[src/rtl/lfsr_rand_stream.sv]
// Fibonacci-LFSR random word source with valid/ready output and zero-safe run-time reseeding.
// Optional transfer counter (output word_cnt) is enabled by defining RAND_STREAM_STATS_EN.
module lfsr_rand_stream #(
    parameter int                LFSR_W = 20,
    parameter int                OUT_W  = 12,
    parameter logic [LFSR_W-1:0] SEED   = LFSR_W'(32'h0001_2345)
) (
    input  logic              clk,
    input  logic              reset_n,
    input  logic              enable,
    input  logic              seed_load,
    input  logic [LFSR_W-1:0] seed_in,
    input  logic              rand_ready,
    output logic              rand_valid,
    output logic [OUT_W-1:0]  rand_num,
    output logic              lockup
`ifdef RAND_STREAM_STATS_EN
    ,
    output logic [15:0]       word_cnt
`endif
);

    // Feedback tap masks, bit k set for 1-indexed tap k+1.
    function automatic logic [31:0] tap_mask(input int w);
        case (w)
            8:       tap_mask = 32'h0000_00B8;
            12:      tap_mask = 32'h0000_0829;
            16:      tap_mask = 32'h0000_D008;
            20:      tap_mask = 32'h0009_0000;
            24:      tap_mask = 32'h00E1_0000;
            32:      tap_mask = 32'h8020_0003;
            default: tap_mask = 32'h0000_0000;
        endcase
    endfunction

    if (!(LFSR_W == 8 || LFSR_W == 12 || LFSR_W == 16 ||
          LFSR_W == 20 || LFSR_W == 24 || LFSR_W == 32)) begin : g_bad_lfsr_w
        $error("lfsr_rand_stream: unsupported LFSR_W %0d", LFSR_W);
    end
    if (OUT_W < 1 || OUT_W > LFSR_W) begin : g_bad_out_w
        $error("lfsr_rand_stream: OUT_W %0d out of range 1..LFSR_W", OUT_W);
    end
    if (SEED == '0) begin : g_bad_seed
        $error("lfsr_rand_stream: SEED must be nonzero");
    end

    localparam logic [LFSR_W-1:0] TAP_MASK = LFSR_W'(tap_mask(LFSR_W));
    localparam int                CNT_W    = (OUT_W > 1) ? $clog2(OUT_W) : 1;
    localparam logic [CNT_W-1:0]  CNT_LAST = CNT_W'(OUT_W - 1);
    localparam logic [CNT_W-1:0]  CNT_ONE  = CNT_W'(1);

    typedef enum logic [0:0] {
        COLLECT = 1'b0,
        STALL   = 1'b1
    } state_t;

    state_t             state_r;
    state_t             state_nxt_s;
    logic [LFSR_W-1:0]  lfsr_r;
    logic [OUT_W-1:0]   shreg_r;
    logic [OUT_W-1:0]   shreg_nxt_s;
    logic [CNT_W-1:0]   cnt_r;
    logic [OUT_W-1:0]   rand_num_r;
    logic               rand_valid_r;
    logic               lockup_r;
    logic               out_bit_s;
    logic               fb_s;
    logic               last_bit_s;
    logic               xfer_s;
    logic               block_s;
    logic               step_s;

    assign out_bit_s   = lfsr_r[LFSR_W-1];
    assign fb_s        = ^(lfsr_r & TAP_MASK);
    assign shreg_nxt_s = OUT_W'({shreg_r, out_bit_s});
    assign last_bit_s  = (cnt_r == CNT_LAST);
    assign xfer_s      = rand_valid_r && rand_ready;
    // A completing step must not overwrite a word the consumer has not taken.
    assign block_s     = last_bit_s && rand_valid_r && !rand_ready;

    // State register
    always_ff @(posedge clk or negedge reset_n) begin
        if (!reset_n) begin
            state_r <= COLLECT;
        end else begin
            state_r <= state_nxt_s;
        end
    end

    // Next-state logic
    always_comb begin
        state_nxt_s = state_r;
        if (seed_load) begin
            state_nxt_s = COLLECT;
        end else begin
            case (state_r)
                COLLECT: begin
                    if (enable && block_s) begin
                        state_nxt_s = STALL;
                    end else begin
                        state_nxt_s = COLLECT;
                    end
                end
                STALL: begin
                    if (xfer_s) begin
                        state_nxt_s = COLLECT;
                    end else begin
                        state_nxt_s = STALL;
                    end
                end
                default: state_nxt_s = COLLECT;
            endcase
        end
    end

    // Step strobe decoded from state
    always_comb begin
        step_s = 1'b0;
        case (state_r)
            COLLECT: begin
                if (!seed_load && enable && !block_s) begin
                    step_s = 1'b1;
                end else begin
                    step_s = 1'b0;
                end
            end
            STALL:   step_s = 1'b0;
            default: step_s = 1'b0;
        endcase
    end

    // LFSR, word assembly and output handshake registers
    always_ff @(posedge clk or negedge reset_n) begin
        if (!reset_n) begin
            lfsr_r       <= SEED;
            shreg_r      <= '0;
            cnt_r        <= '0;
            rand_num_r   <= '0;
            rand_valid_r <= 1'b0;
            lockup_r     <= 1'b0;
        end else if (seed_load) begin
            lfsr_r       <= (seed_in == '0) ? SEED : seed_in;
            shreg_r      <= '0;
            cnt_r        <= '0;
            rand_valid_r <= 1'b0;
            lockup_r     <= (seed_in == '0);
        end else begin
            lockup_r <= 1'b0;
            if (step_s) begin
                lfsr_r  <= {lfsr_r[LFSR_W-2:0], fb_s};
                shreg_r <= shreg_nxt_s;
                if (last_bit_s) begin
                    cnt_r        <= '0;
                    rand_num_r   <= shreg_nxt_s;
                    rand_valid_r <= 1'b1;
                end else begin
                    cnt_r <= cnt_r + CNT_ONE;
                    if (xfer_s) begin
                        rand_valid_r <= 1'b0;
                    end else begin
                        rand_valid_r <= rand_valid_r;
                    end
                end
            end else if (xfer_s) begin
                rand_valid_r <= 1'b0;
            end else begin
                rand_valid_r <= rand_valid_r;
            end
        end
    end

`ifdef RAND_STREAM_STATS_EN
    logic [15:0] word_cnt_r;

    // Saturating count of accepted words, cleared on reseed
    always_ff @(posedge clk or negedge reset_n) begin
        if (!reset_n) begin
            word_cnt_r <= 16'h0000;
        end else if (seed_load) begin
            word_cnt_r <= 16'h0000;
        end else if (xfer_s && (word_cnt_r != 16'hFFFF)) begin
            word_cnt_r <= word_cnt_r + 16'h0001;
        end else begin
            word_cnt_r <= word_cnt_r;
        end
    end

    assign word_cnt = word_cnt_r;
`endif

    assign rand_valid = rand_valid_r;
    assign rand_num   = rand_num_r;
    assign lockup     = lockup_r;

endmodule

[config.mk]
export PLATFORM = sky130hd
export DESIGN_NAME = lfsr_rand_stream
export DESIGN_NICKNAME = d
export VERILOG_FILES = /design/src/rtl/lfsr_rand_stream.sv
export SDC_FILE = /design/constraint.sdc
export NUM_CORES = 1
export LEC_CHECK = 0
export CAP_MARGIN = 10
export CORE_MARGIN = 4
export CORE_UTILIZATION = 25
export CTS_BUF_LIST = sky130_fd_sc_hd__clkbuf_8
export DETAILED_ROUTE_END_ITERATION = 8
export SLEW_MARGIN = 10
export SYNTH_ARGS = -nofsm -noshare
export SYNTH_HDL_FRONTEND = slang
export SYNTH_SLANG_ARGS = --single-unit
[constraint.sdc]
create_clock -name clk -period 3.44 [get_ports clk]
set_input_delay 0.688 -clock clk [delete_from_list [all_inputs] [get_ports clk]]
set_output_delay 0.688 -clock clk [all_outputs]
set_load 0.01 [all_outputs]
-- Word-level counts from Yosys, hierarchy flattened
Cells that the tools add are included.
- register bits after elaboration: 50
- input bits: 25
- output and inout bits: 14
- equal/unequal tests: 1
- reductions and logical operators: 13
- add/sub/neg operators: 1
- multiplexer cells: 19
- bitwise logic cells: 2
- operators by type and width (operator ; number):
    20-bit two-way mux ; 3
    11-bit two-way mux ; 2
    20-bit logical NOT ; 1
    20-bit parity ; 1
    4-bit two-way mux ; 3
    1-bit two-way mux ; 9
    1-bit logical AND ; 6
    4-bit by 1-bit adder with 4-bit output (second input constant) ; 1
    4-bit equality test (second input constant) ; 1
    1-bit case mux with 2 select lines ; 2
    1-bit logical NOT ; 3
    3-bit AND reduction ; 1
    1-bit inverter ; 2
    2-bit nonzero test ; 1

-- Logic depth before layout (Yosys ltp)
- word-level depth: 9
- depth in mapped cells: 7
- gate-level depth less buffers: 5

-- Worst setup path before layout
OpenSTA, ideal clock, no wires.
- path kind: in2reg
- start: input port seed_load
- end: register rand_num_r[0] (netlist: rand_num[0])
- arrival: 1.705 ns
- slack: 1.611 ns
- stages: 5
- path buffers: 2
- data required time: 3.315 ns
- cell sequence: nor3b_4 -> and3_1 -> buf_2 -> buf_6 -> mux2_2
- word-level cells in the longest chain between the ends: 6
- elaborated cells between the ends (all ways): 7
- RTL lines (what ; RTL line ; text):
    start: declaration ; 11 ; input logic seed_load,
    1-bit logical NOT ; 121 ; if (!seed_load && enable && !block_s) begin
    1-bit logical AND (2 in series) ; 121 ;
    1-bit two-way mux ; 121 ;
    1-bit case mux with 2 select lines ; 119 ; case (state_r)
    3-bit AND reduction (no line) * ; -- ;
    end signal: assignment ; 154 ; rand_num_r <= shreg_nxt_s;
    end: declaration ; 63 ; logic [OUT_W-1:0] rand_num_r;
Mark *: on every way between the ends. The rest lies on a longest branch, timed or not.
A chain may end at the register's enable or synchronous reset.

-- Final worst setup path
- start: input port enable
- end: register rand_num_r[0] (netlist: rand_num[0])
- word-level cells in the longest chain between the ends: 5
- RTL lines (what ; RTL line ; text):
    start: declaration ; 10 ; input logic enable,
    1-bit logical AND (2 in series) ; 121 ;
    1-bit two-way mux ; 121 ;
    1-bit case mux with 2 select lines ; 119 ;
    3-bit AND reduction (no line) ; -- ;
No other way between the ends.

==> metrics.md <==
| Metric | Value |
|---|---|
| Minimum setup slack in the final design | 1126 ps |
| Maximum count of clock buffers along a single path | 2 |
| First-pass GRT wire length | 8245 microns |
| Highest achievable clock rate | 432.1 MHz |
| Clock skew after layout | 11.72 ps |
| Worst VDD drop | 233.3 uV |
| Final antenna-violating net count | 0 |
| Std cell rows | 33 |
| RSZ-0062 raised after global routing | false |
| Clk_lat worst skew | slightly above 300 ps |
| Antenna cells | 0 |
| Die area | 10370 sq um |
| Synth Warn # | 0 |
| Cell with the largest stage delay on the worst path | and3_1 |
| Path type of the worst setup path | input port to register |
| Final estimated routing congestion in global placement | 0.7758 |
| Initial standard-cell utilization of the core | about a quarter |
| Average footprint of a synthesized cell | 11.07 sq um |
| Startpoint types | input port |
| Final net count | between 200 and 300 |
| Cell taking the most area after synthesis | dfrtp_1 |
| Final-report setup violation count | 0 |
| CTS-repair resized insts | 0 |
| Chip Width | about 100 microns |
| Root buffer cell | clkbuf_8 |
| Detailed Place HPWL | 3461 microns |
| Final Hold Vio Count | 0 |
| Top post-synthesis cells by area | dfrtp_1 49%, dfstp_2 8.4%, nand2_1 6.6%, mux2_2 6.1%, a221o_1 4.1% |
| TritonCTS clock tree | done |
| Global routing usage summed across all routing layers | 10.23% |
| Net count of the mapped netlist | 225 |
| Post-Synthesis Cell Area | 2202 sq um |
| Number of buffers created by CTS | 5 |
| CTS Hold Bufs | 0 |
| Register area share after synthesis | a little under three fifths |
| Critical-path cell list | clkdlybuf4s50_1 > nor3b_4 > and3_1 > mux2_2 |
| Via count of the first global-routing pass | about 1600 |
| Critical path fanouts, max | 13 |
| Shortest clock period the worst path allows after layout | 2314 ps |
| Number of antenna violations at the first check in global routing | 0 |
| Syn Inst Count | 199 |
| Crit path arrival time | around 2500 ps |
| Routed vias | 1653 |
| Routed WL | 5023 microns |
| Required arrival time at the worst endpoint | 3640 ps |
| Max transition margin | 53.74% |
| Layout cell share with drive strength beyond 1 | 17.15% |
| Number of distinct library cell variants in the gate-level netlist after synthesis | 38 |
| Buffers on Ports | 38 |
| Initial DRC Count | 127 |
| I/O pin count | 39 |
| Type of destination of the critical path | register |
| Post-DR wirelength/cell | 14.60 microns |
| Count of buffers added by post-CTS timing repair for setup | 0 |
| Total power divided by cell area | about 410 nW/um^2 |
| LEAKAGE | roughly 1.2 nW |
| Slew at the pin with the worst max-slew slack | 693.9 ps |
| Outcome | finished, final reports clean |
| Portion of synthesized cell area occupied by the leading cell type | 48.86% |
| CTS sink count | 50 |
| First-pass DRT Iterations | 4 |
| Slew Viols, Final | 0 |
| Slowest Stage Delay on Critical Path | 590 ps |
| GRT overflow | 0 |
| H-Tree Depth | 2 |
| Mean number of vias per cell | a little under 5 |
| Area delta synth->final | 27.33% |
| Post-route DRC violation count | 0 |
| Hold crit path type | input port to async pin |
| Pin count of the biggest net entering global routing | 50 |
| Ratio of final minimum period to clock period | 67.27% |
| Total of flip-flops plus latches after synthesis | 50 |
| Area of the placeable core | 8382 sq um |
| Die extent in y | 101.9 microns |
| Maxcap violations | 0 |
| Clock transition at path regs | 110 ps |
| Setup slack at placement | 772.5 ps |
| Final TNS setup | 0 ps |
## cell families (layout without fill, tap and decap cells)
family | count (synthesis) | in the layout | synth area share, %
fa+ha+maj | 1 | 1 | 0.5681
compound gates | 41 | 41 | 13.75
mux | 13 | 13 | 6.591
xor+xnor | 2 | 2 | 0.7956
simple gates | 77 | 77 | 17.33
buf+inv | 15 | 55 | 3.750
flops | 50 | 50 | 57.22
## synthesized netlist by cell type
| library cell | instances |
|---|---|
| a221o_1 | 9 |
| buf_4 | 1 |
| o31ai_1 | 1 |
| dfrtp_1 | 43 |
| nor2_1 | 5 |
| nand2_1 | 39 |
| inv_1 | 2 |
| or3_1 | 3 |
| a31oi_1 | 1 |
| clkbuf_1 | 3 |
| a211oi_1 | 1 |
| and3b_1 | 1 |
| o21ai_2 | 1 |
| o22ai_1 | 2 |
| o22ai_2 | 1 |
| xor2_1 | 1 |
| o221a_2 | 2 |
| nand3b_1 | 1 |
| a22oi_1 | 7 |
| or3b_2 | 1 |
| ha_1 | 1 |
| buf_2 | 6 |
| nand2b_1 | 2 |
| a21oi_1 | 13 |
| o21a_1 | 1 |
| buf_6 | 2 |
| buf_1 | 1 |
| nor4_1 | 5 |
| mux2i_1 | 1 |
| dfstp_2 | 7 |
| nand3_1 | 6 |
| nor3_1 | 2 |
| xnor2_1 | 1 |
| nor3b_4 | 1 |
| mux2_2 | 12 |
| and3_1 | 10 |
| nor3b_1 | 1 |
| o21ai_0 | 2 |
## power by group
part,internal (mW),leakage [nW],total [mW],switching (mW)
Sequential,0.626,0.645,0.646,0.0205
Combinational,0.0656,0.513,0.128,0.0627
Clock,0.152,0.0506,0.369,0.217
Total,0.844,1.21,1.14,0.300
## flip-flops by register name, indices dropped and copies added, names as in the netlist
register,cells
cnt_r,4
shreg_r,11
rand_num,12
state_r,1
lfsr_r,20
rand_valid,1
lockup,1
## through the flow
stage / total power [mW] / hold slack, ps / instances / util, % / instance area, sq um
after floorplan: 0.7162 / 392.4 / 199 / - / 2202
after global placement: 0.7807 / 473.9 / 335 / 31.96 / 2679
after detailed placement: 0.7823 / 480.4 / 335 / 31.96 / 2679
after CTS: 1.157 / 495.0 / 343 / 33.12 / 2776
after global routing: 1.208 / 434.8 / 344 / 33.45 / 2804
final: 1.143 / 413.2 / 344 / 33.45 / 2804
## metal layers
| layer | vias up | track usage [%] | share of wire (%) |
|---|---|---|---|
| li1 | 797 | - | - |
| met1 | 815 | 14.92 | 49 |
| met2 | 39 | 14.94 | 46 |
| met3 | 2 | 3.140 | 4.6 |
| met4 | 0 | 2.422 | 0.58 |
| met5 | - | 0 | 0 |
## worst max-delay path: cells and delay by family
kind	cells	cell delay, ps
simple gates	2	910
buf+inv	1	510
mux	1	400
## area by class of cell
type	count	area, sq um
Tap cell	105	131.4
Multi-Input combinational cell	134	859.6
Inverter	2	7.507
Clock inverter	3	28.78
Clock buffer	5	68.82
Timing Repair Buffer	45	447.9
Fill cell	844	5578
Sequential cell	50	1260
## layout by cell type, fill, tap and decap left out, types with 2 or more instances in the layout
cell	Yosys	layout
o21ai_0	2	2
nand2b_1	2	2
o22ai_1	2	2
clkbuf_8	0	5
a22oi_1	7	7
a21oi_1	13	13
o221a_2	2	2
or3_1	3	3
inv_1	2	2
dfrtp_1	43	43
nor4_1	5	5
nand3_1	6	6
clkdlybuf4s50_1	0	37
and3_1	10	10
buf_4	1	6
nor2_1	5	5
a221o_1	9	9
dfstp_2	7	7
nor3_1	2	2
mux2_2	12	12
nand2_1	39	39
## final timing paths
kind / depth (start not counted) / end / slack (ps) / start
max: 4 / rand_num[0]$_DFFE_PN0P_ / 1130 / enable
min: 1 / shreg_r[5]$_DFFE_PN0P_ / 410 / reset_n
max reg2reg: 4 / rand_num[0]$_DFFE_PN0P_ / 1490 / cnt_r[0]$_DFFE_PN0P_
min reg2reg: 2 / lfsr_r[2]$_DFFE_PN1P_ / 490 / lfsr_r[2]$_DFFE_PN1P_
max in group asynchronous: 2 / lfsr_r[16]$_DFFE_PN1P_ / 2410 / reset_n
min in group clk: 2 / lfsr_r[2]$_DFFE_PN1P_ / 490 / lfsr_r[2]$_DFFE_PN1P_
Power figures use the tool's default switching activity.
